<file path="config.mk">
export PLATFORM = sky130hd
export DESIGN_NAME = huffman_decoder_flat
export DESIGN_NICKNAME = d
export VERILOG_FILES = /design/src/rtl/huffman_pkg.sv /design/src/rtl/huffman_if.sv /design/src/rtl/huffman_lut.sv /design/src/rtl/huffman_decoder.sv /design/src/flat_wrapper.sv
export SDC_FILE = /design/constraint.sdc
export NUM_CORES = 1
export LEC_CHECK = 0
export CORE_ASPECT_RATIO = 1.4
export CORE_MARGIN = 2
export CORE_UTILIZATION = 45
export DETAILED_ROUTE_END_ITERATION = 6
export PLACE_DENSITY = 0.71
export SYNTH_ARGS = -nofsm -noshare
export SYNTH_HDL_FRONTEND = slang
export SYNTH_SLANG_ARGS = --single-unit
export TNS_END_PERCENT = 100
</file>
<file path="constraint.sdc">
create_clock -name clk -period 13.2 [get_ports clk]
set_input_delay 2.64 -clock clk [delete_from_list [all_inputs] [get_ports clk]]
set_output_delay 2.64 -clock clk [all_outputs]
set_load 0.005 [all_outputs]
</file>
<file path="src/rtl/huffman_pkg.sv">
// Shared constants for the canonical-Huffman decoder: widths, code table and EOM.
// Codewords are stored left-aligned in a 5-bit field with unused low bits zero.
package huffman_pkg;

  localparam int C_WIDTH     = 4;
  localparam int VLC_WIDTH   = 5;
  localparam int VLCZ_WIDTH  = 3;
  localparam int P_WIDTH     = 32;
  localparam int P_WIDTH_MSB = P_WIDTH - 1;
  localparam int BUF_WIDTH   = 2 * P_WIDTH;
  localparam int CNT_WIDTH   = 7;
  localparam int NUM_SYMS    = 16;

  localparam logic [VLC_WIDTH-1:0]  EOM        = 5'b11111;
  localparam logic [VLCZ_WIDTH-1:0] EOM_LENGTH = 3'd4;

  // Index i holds the codeword / length-1 of symbol i.
  localparam logic [NUM_SYMS-1:0][VLC_WIDTH-1:0] SYM_CODE = {
    5'b11110, 5'b11101, 5'b11100, 5'b11011, 5'b11010, 5'b11001, 5'b11000,
    5'b10110, 5'b10100, 5'b10010, 5'b10000, 5'b01110, 5'b01100,
    5'b01000, 5'b00100, 5'b00000
  };

  localparam logic [NUM_SYMS-1:0][VLCZ_WIDTH-1:0] SYM_LEN_M1 = {
    3'd4, 3'd4, 3'd4, 3'd4, 3'd4, 3'd4, 3'd4,
    3'd3, 3'd3, 3'd3, 3'd3, 3'd3, 3'd3,
    3'd2, 3'd2, 3'd2
  };

  typedef struct packed {
    logic [C_WIDTH-1:0]    symbol;
    logic [VLCZ_WIDTH-1:0] len_m1;
    logic                  is_eom;
  } lut_out_t;

  function automatic logic [VLC_WIDTH-1:0] len_mask(input logic [VLCZ_WIDTH-1:0] len_m1);
    return 5'b11111 << (3'd4 - len_m1);
  endfunction

endpackage

</file>
<file path="src/rtl/huffman_if.sv">
// Word-source and symbol-sink signals of the decoder.
// Source side: idata is captured at a rising edge where rdy=1 and pop=1.
// Sink side: code is valid at an edge where push=1; push only follows a cycle with not_full=1.
interface huffman_if;
  import huffman_pkg::*;

  logic [P_WIDTH-1:0] idata;
  logic               rdy;
  logic               pop;
  logic               not_full;
  logic [C_WIDTH-1:0] code;
  logic               push;

  modport master (output idata, rdy, not_full, input pop, code, push);
  modport slave  (input idata, rdy, not_full, output pop, code, push);
endinterface

</file>
<file path="src/rtl/huffman_lut.sv">
// Combinational codeword match of the 5-bit decode window against the code table.
module huffman_lut
  import huffman_pkg::*;
(
  input  logic [VLC_WIDTH-1:0] window,
  output lut_out_t             result
);

  // The table is complete and prefix-free, so a window with no symbol match is EOM.
  always_comb begin
    result = '{symbol: '0, len_m1: EOM_LENGTH, is_eom: 1'b1};
    for (int i = 0; i < NUM_SYMS; i++) begin
      if ((window & len_mask(SYM_LEN_M1[i])) == SYM_CODE[i]) begin
        result.symbol = C_WIDTH'(i);
        result.len_m1 = SYM_LEN_M1[i];
        result.is_eom = 1'b0;
      end
    end
  end

endmodule

</file>
<file path="src/rtl/huffman_decoder.sv">
// Streaming canonical-Huffman decoder: 64-bit left-aligned bit buffer refilled
// from 32-bit words, one symbol decoded per cycle from the top 5 bits.
module huffman_decoder
  import huffman_pkg::*;
(
  input  logic      clk,
  input  logic      reset,
  huffman_if.slave  bus
);

  logic [BUF_WIDTH-1:0] bit_buf;
  logic [CNT_WIDTH-1:0] cnt;
  logic [C_WIDTH-1:0]   code_q;
  logic                 push_q;
  lut_out_t             lut;

  logic                 decode;
  logic [CNT_WIDTH-1:0] len;
  logic [CNT_WIDTH-1:0] discard;
  logic [CNT_WIDTH-1:0] shift;
  logic [CNT_WIDTH-1:0] remain;
  logic                 pop;
  logic [BUF_WIDTH-1:0] shifted;
  logic [BUF_WIDTH-1:0] incoming;

  huffman_lut u_lut (
    .window (bit_buf[BUF_WIDTH-1 -: VLC_WIDTH]),
    .result (lut)
  );

  always_comb begin
    decode   = (cnt >= 7'd5) && bus.not_full;
    len      = decode ? (CNT_WIDTH'(lut.len_m1) + 7'd1) : 7'd0;
    // After EOM the rest of the word holding the next bit is dropped; any full
    // word buffered behind it is a multiple of 32 and survives the modulo.
    discard  = (decode && lut.is_eom) ? ((cnt - 7'd5) & 7'd31) : 7'd0;
    shift    = len + discard;
    remain   = cnt - shift;
    pop      = reset && bus.rdy && ((cnt - len) <= 7'd32);
    shifted  = bit_buf << shift;
    incoming = {bus.idata, {P_WIDTH{1'b0}}} >> remain;
  end

  always_ff @(posedge clk) begin
    if (!reset) begin
      bit_buf <= '0;
      cnt     <= '0;
      code_q  <= '0;
      push_q  <= 1'b0;
    end else begin
      bit_buf <= pop ? (shifted | incoming) : shifted;
      cnt     <= remain + (pop ? 7'd32 : 7'd0);
      push_q  <= decode && !lut.is_eom;
      if (decode && !lut.is_eom) code_q <= lut.symbol;
    end
  end

  assign bus.pop  = pop;
  assign bus.push = push_q;
  assign bus.code = code_q;

endmodule

</file>
<file path="src/flat_wrapper.sv">
// flat-port wrapper written by rule: the top's interface ports become plain ports
module huffman_decoder_flat import huffman_pkg::*;
  (clk, reset, bus_idata, bus_rdy, bus_not_full, bus_pop, bus_code, bus_push);
  huffman_if bus_i ();
  input  logic clk;
  input  logic reset;
  input wire logic [$bits(bus_i.idata)-1:0] bus_idata;
  input wire logic [$bits(bus_i.rdy)-1:0] bus_rdy;
  input wire logic [$bits(bus_i.not_full)-1:0] bus_not_full;
  output wire logic [$bits(bus_i.pop)-1:0] bus_pop;
  output wire logic [$bits(bus_i.code)-1:0] bus_code;
  output wire logic [$bits(bus_i.push)-1:0] bus_push;
  assign bus_i.idata = bus_idata;
  assign bus_i.rdy = bus_rdy;
  assign bus_i.not_full = bus_not_full;
  assign bus_pop = bus_i.pop;
  assign bus_code = bus_i.code;
  assign bus_push = bus_i.push;
  huffman_decoder u_core (.clk(clk), .reset(reset), .bus(bus_i));
endmodule
</file>
==> results.sh <==
export IMPL_vias_per_cell=6.67
export IMPL_ys_flop_type="dfxtp_1"
export IMPL_globalRouteMet1Util_pct=35.0
export IMPL_setup_tns_ps=0
export IMPL_seq_area_frac_synth_pct=16.3
export IMPL_run_status="complete, no violations"
export IMPL_path_clk_slew_ps=60
export IMPL_groute_layer_met3_usage_pct=2.34
export IMPL_grt_pass1_wl_um=50200
export IMPL_cts_resized=0
export IMPL_design_core_area_mm2=0.0204
export IMPL_maxSlewViolCount=0
export IMPL_synth_xor_area_share_pct=1.98
export IMPL_cts_setup_buffers=0
export IMPL_critical_path_top_delay_family="compound AO/OA/AOI/OAI gates"
export IMPL_grt_met2_usage_pct=49.8
export IMPL_clock_root_buffer="clkbuf_16"
export IMPL_drive_above_1_share_pct=12.8
export IMPL_grt_max_degree=74
export IMPL_syn_inst=1174
export IMPL_synth_top_family_by_area="multiplexers"
export IMPL_synth_seq_cells=76
export IMPL_synthAdderAreaFrac_pct=2.79
export IMPL_min_period_ps=8530
export IMPL_path_buf_inv=3
export IMPL_ios=42
export IMPL_hp_class="reg2reg"
export IMPL_setup_viol_count_final=0
export IMPL_dieArea_mm2=0.0219
export IMPL_whs_path_depth=2
export IMPL_routedWlPerCell_um=23.2
export IMPL_drv_cap=0
export IMPL_fmax_mhz=117
export IMPL_synth_simple_gate_area_share_pct=20.2
export IMPL_cp_slowest_cell="clkdlybuf4s50_1"
export IMPL_finalWirelength_um=32400
export IMPL_async_reset_ff_share_pct=0
export IMPL_cts_tree="built"
export IMPL_worst_path_max_fanout=4
export IMPL_hold_viol_final=0
export IMPL_syn_area_per_cell_um2=7.95
export IMPL_synth_edf_count=0
export IMPL_ctsHoldBuffers=0
export IMPL_ant_nets=0
export IMPL_clock_sinks=76
export IMPL_worstPathArrival_ps=5890
export IMPL_final_common_cell="nand2_1"
export IMPL_io_buffer_count=41
export IMPL_rsz0062_at_grt="false"
export IMPL_final_nets=1192
export IMPL_worst_path_largest_cell_delay_ps=620
export IMPL_insertion_delay_ps=360
export IMPL_grt_busiest_layer="met2"
export IMPL_mostFrequentLayoutCells="nand2_1, mux2i_1, nor2_1"
export IMPL_drt_initial_drc_count=1015
export IMPL_worstSetupPathType="in2out"
export IMPL_synth_area_mm2=0.00933
export IMPL_fin_crit_sh_pct=64.6
export IMPL_slew_headroom_pct=29.8
export IMPL_critPathCaptureType="output pin"
export IMPL_gp_congestion=1.01
export IMPL_reg2reg_depth=26
export IMPL_worst_slew_pin_slew_ps=1050
export IMPL_r2r_end="u_core.cnt[6]"
export IMPL_muxShareOfSynthArea_pct=36.8
export IMPL_fp_row_count=62
export IMPL_worst_setup_path_start_kind="primary input"
export IMPL_start_util_pct=45.8
export IMPL_ys_warn_count=0
export IMPL_synth_compound_area_share_pct=16.3
export IMPL_die_w_um=126
export IMPL_syn_to_final_growth_pct=8.71
export IMPL_grt_pass1_vias=8875
export IMPL_antenna_found_initial=0
export IMPL_required_ps=10560
export IMPL_dr_pass1_iters=6
export IMPL_dpl_hpwl_um=24900
export IMPL_dieHeight_um=174
export IMPL_grt_util_all_layers_pct=29.5
export IMPL_drc=0
export IMPL_fin_skew_ps=8.96
export IMPL_diodes=0
export IMPL_crit_chain="clkdlybuf4s50_1, o21ai_0, inv_1, nand2_1, ha_1, nor2b_1, o21ai_0, a2111oi_0, a31oi_1, a211oi_1, clkdlybuf4s50_1"
export IMPL_overflow=0
export IMPL_r2r_setup_slack_ps=6210
export IMPL_holdPathEnd="u_core.bus.code[0]"
export IMPL_min_from="u_core.bus.code[0]"
export IMPL_cts_path_max_buffers=2
export IMPL_synth_cell_types=68
export IMPL_synthesis_nets=1228
export IMPL_r2r_start="u_core.cnt[1]"
export IMPL_via_count=9325
export IMPL_htreeDepth=3
export IMPL_numCtsBuffers=9
==> tightest hold or removal path: cells and delay by family, from the launching register on <==
kind             cells  cell delay, ps
AND/OR/NAND/NOR      1              90
flip-flops           1             300
AO/OA/AOI/OAI        1              50
==> layout make-up <==
| type | instances | area, um^2 |
|---|---|---|
| fillers | 1931 | 10300 |
| multi-input cells | 967 | 7360 |
| flip-flops and latches | 76 | 1520 |
| repair buffers | 60 | 553 |
| well taps | 256 | 320 |
| clock buffers | 10 | 239 |
| inverters | 24 | 90.1 |
| clock inverters | 6 | 63.8 |
==> cell families (layout without fill, tap and decap cells) <==
| kind of cell | Yosys count | in the layout |
|---|---|---|
| simple gates | 430 | 430 |
| mux | 252 | 252 |
| compound gates | 248 | 248 |
| buf+inv | 131 | 100 |
| flops | 76 | 76 |
| fa+ha+maj | 20 | 20 |
| xor+xnor | 15 | 15 |
| other cells | 2 | 2 |
==> registers in the layout (all words and copies together), names as in the netlist <==
signal           flops
u_core.bit_buf      64
u_core.bus.code      4
u_core.cnt           7
u_core.bus.push      1
==> how the worst max path moves through the flow <==
stage,to,from,depth (start not counted),slack [ps]
floorplan,u_core.cnt[6],bus_not_full,23,5930
global placement,u_core.cnt[6],bus_not_full,23,4550
detailed placement,u_core.cnt[6],bus_not_full,24,4460
CTS,bus_pop,bus_not_full,11,4750
global route,u_core.cnt[6],bus_not_full,23,4300
finish,bus_pop,bus_not_full,11,4670
==> cell usage after synthesis (9+ instances only) <==
cell	n	share of area [%]
nand2_1	204	8.2
mux2i_1	169	18
nor2_1	103	4.1
o21ai_0	85	4.6
dfxtp_1	76	16
mux4_2	72	17
clkbuf_1	70	2.8
a21oi_1	69	3.7
nand3_1	49	2.6
inv_1	22	0.88
buf_1	20	0.80
a31oi_1	16	1.1
buf_2	16	0.86
ha_1	16	2.1
nor3_1	13	0.70
mux2_2	11	1.3
o22ai_1	11	0.74
a311oi_1	10	0.94
a32oi_1	9	0.84
and3_1	9	0.60
nor2b_1	9	0.60
o211ai_1	9	0.72
==> metal layers <==
layer / share of wire [%] / wire (um)
met1: 38 / 12100
met2: 49 / 15800
met3: 5.6 / 1810
met5: 0 / 0
met4: 8.2 / 2660
==> through the flow <==
step / worst slack [ps] / area (um^2) / hold slack, ps / utilization [%] / cells
global route: 4300 / 10100 / 528 / 49.7 / 1399
floorplan: 5930 / 9330 / 485 / - / 1174
finish: 4670 / 10100 / 496 / 49.7 / 1399
global placement: 4550 / 9840 / 480 / 48.3 / 1383
detailed placement: 4460 / 9840 / 491 / 48.3 / 1383
CTS: 4750 / 10100 / 501 / 49.7 / 1399
Power is not shown: default switching activity piles up to over one toggle a cycle in this logic, so the estimate is an artifact.
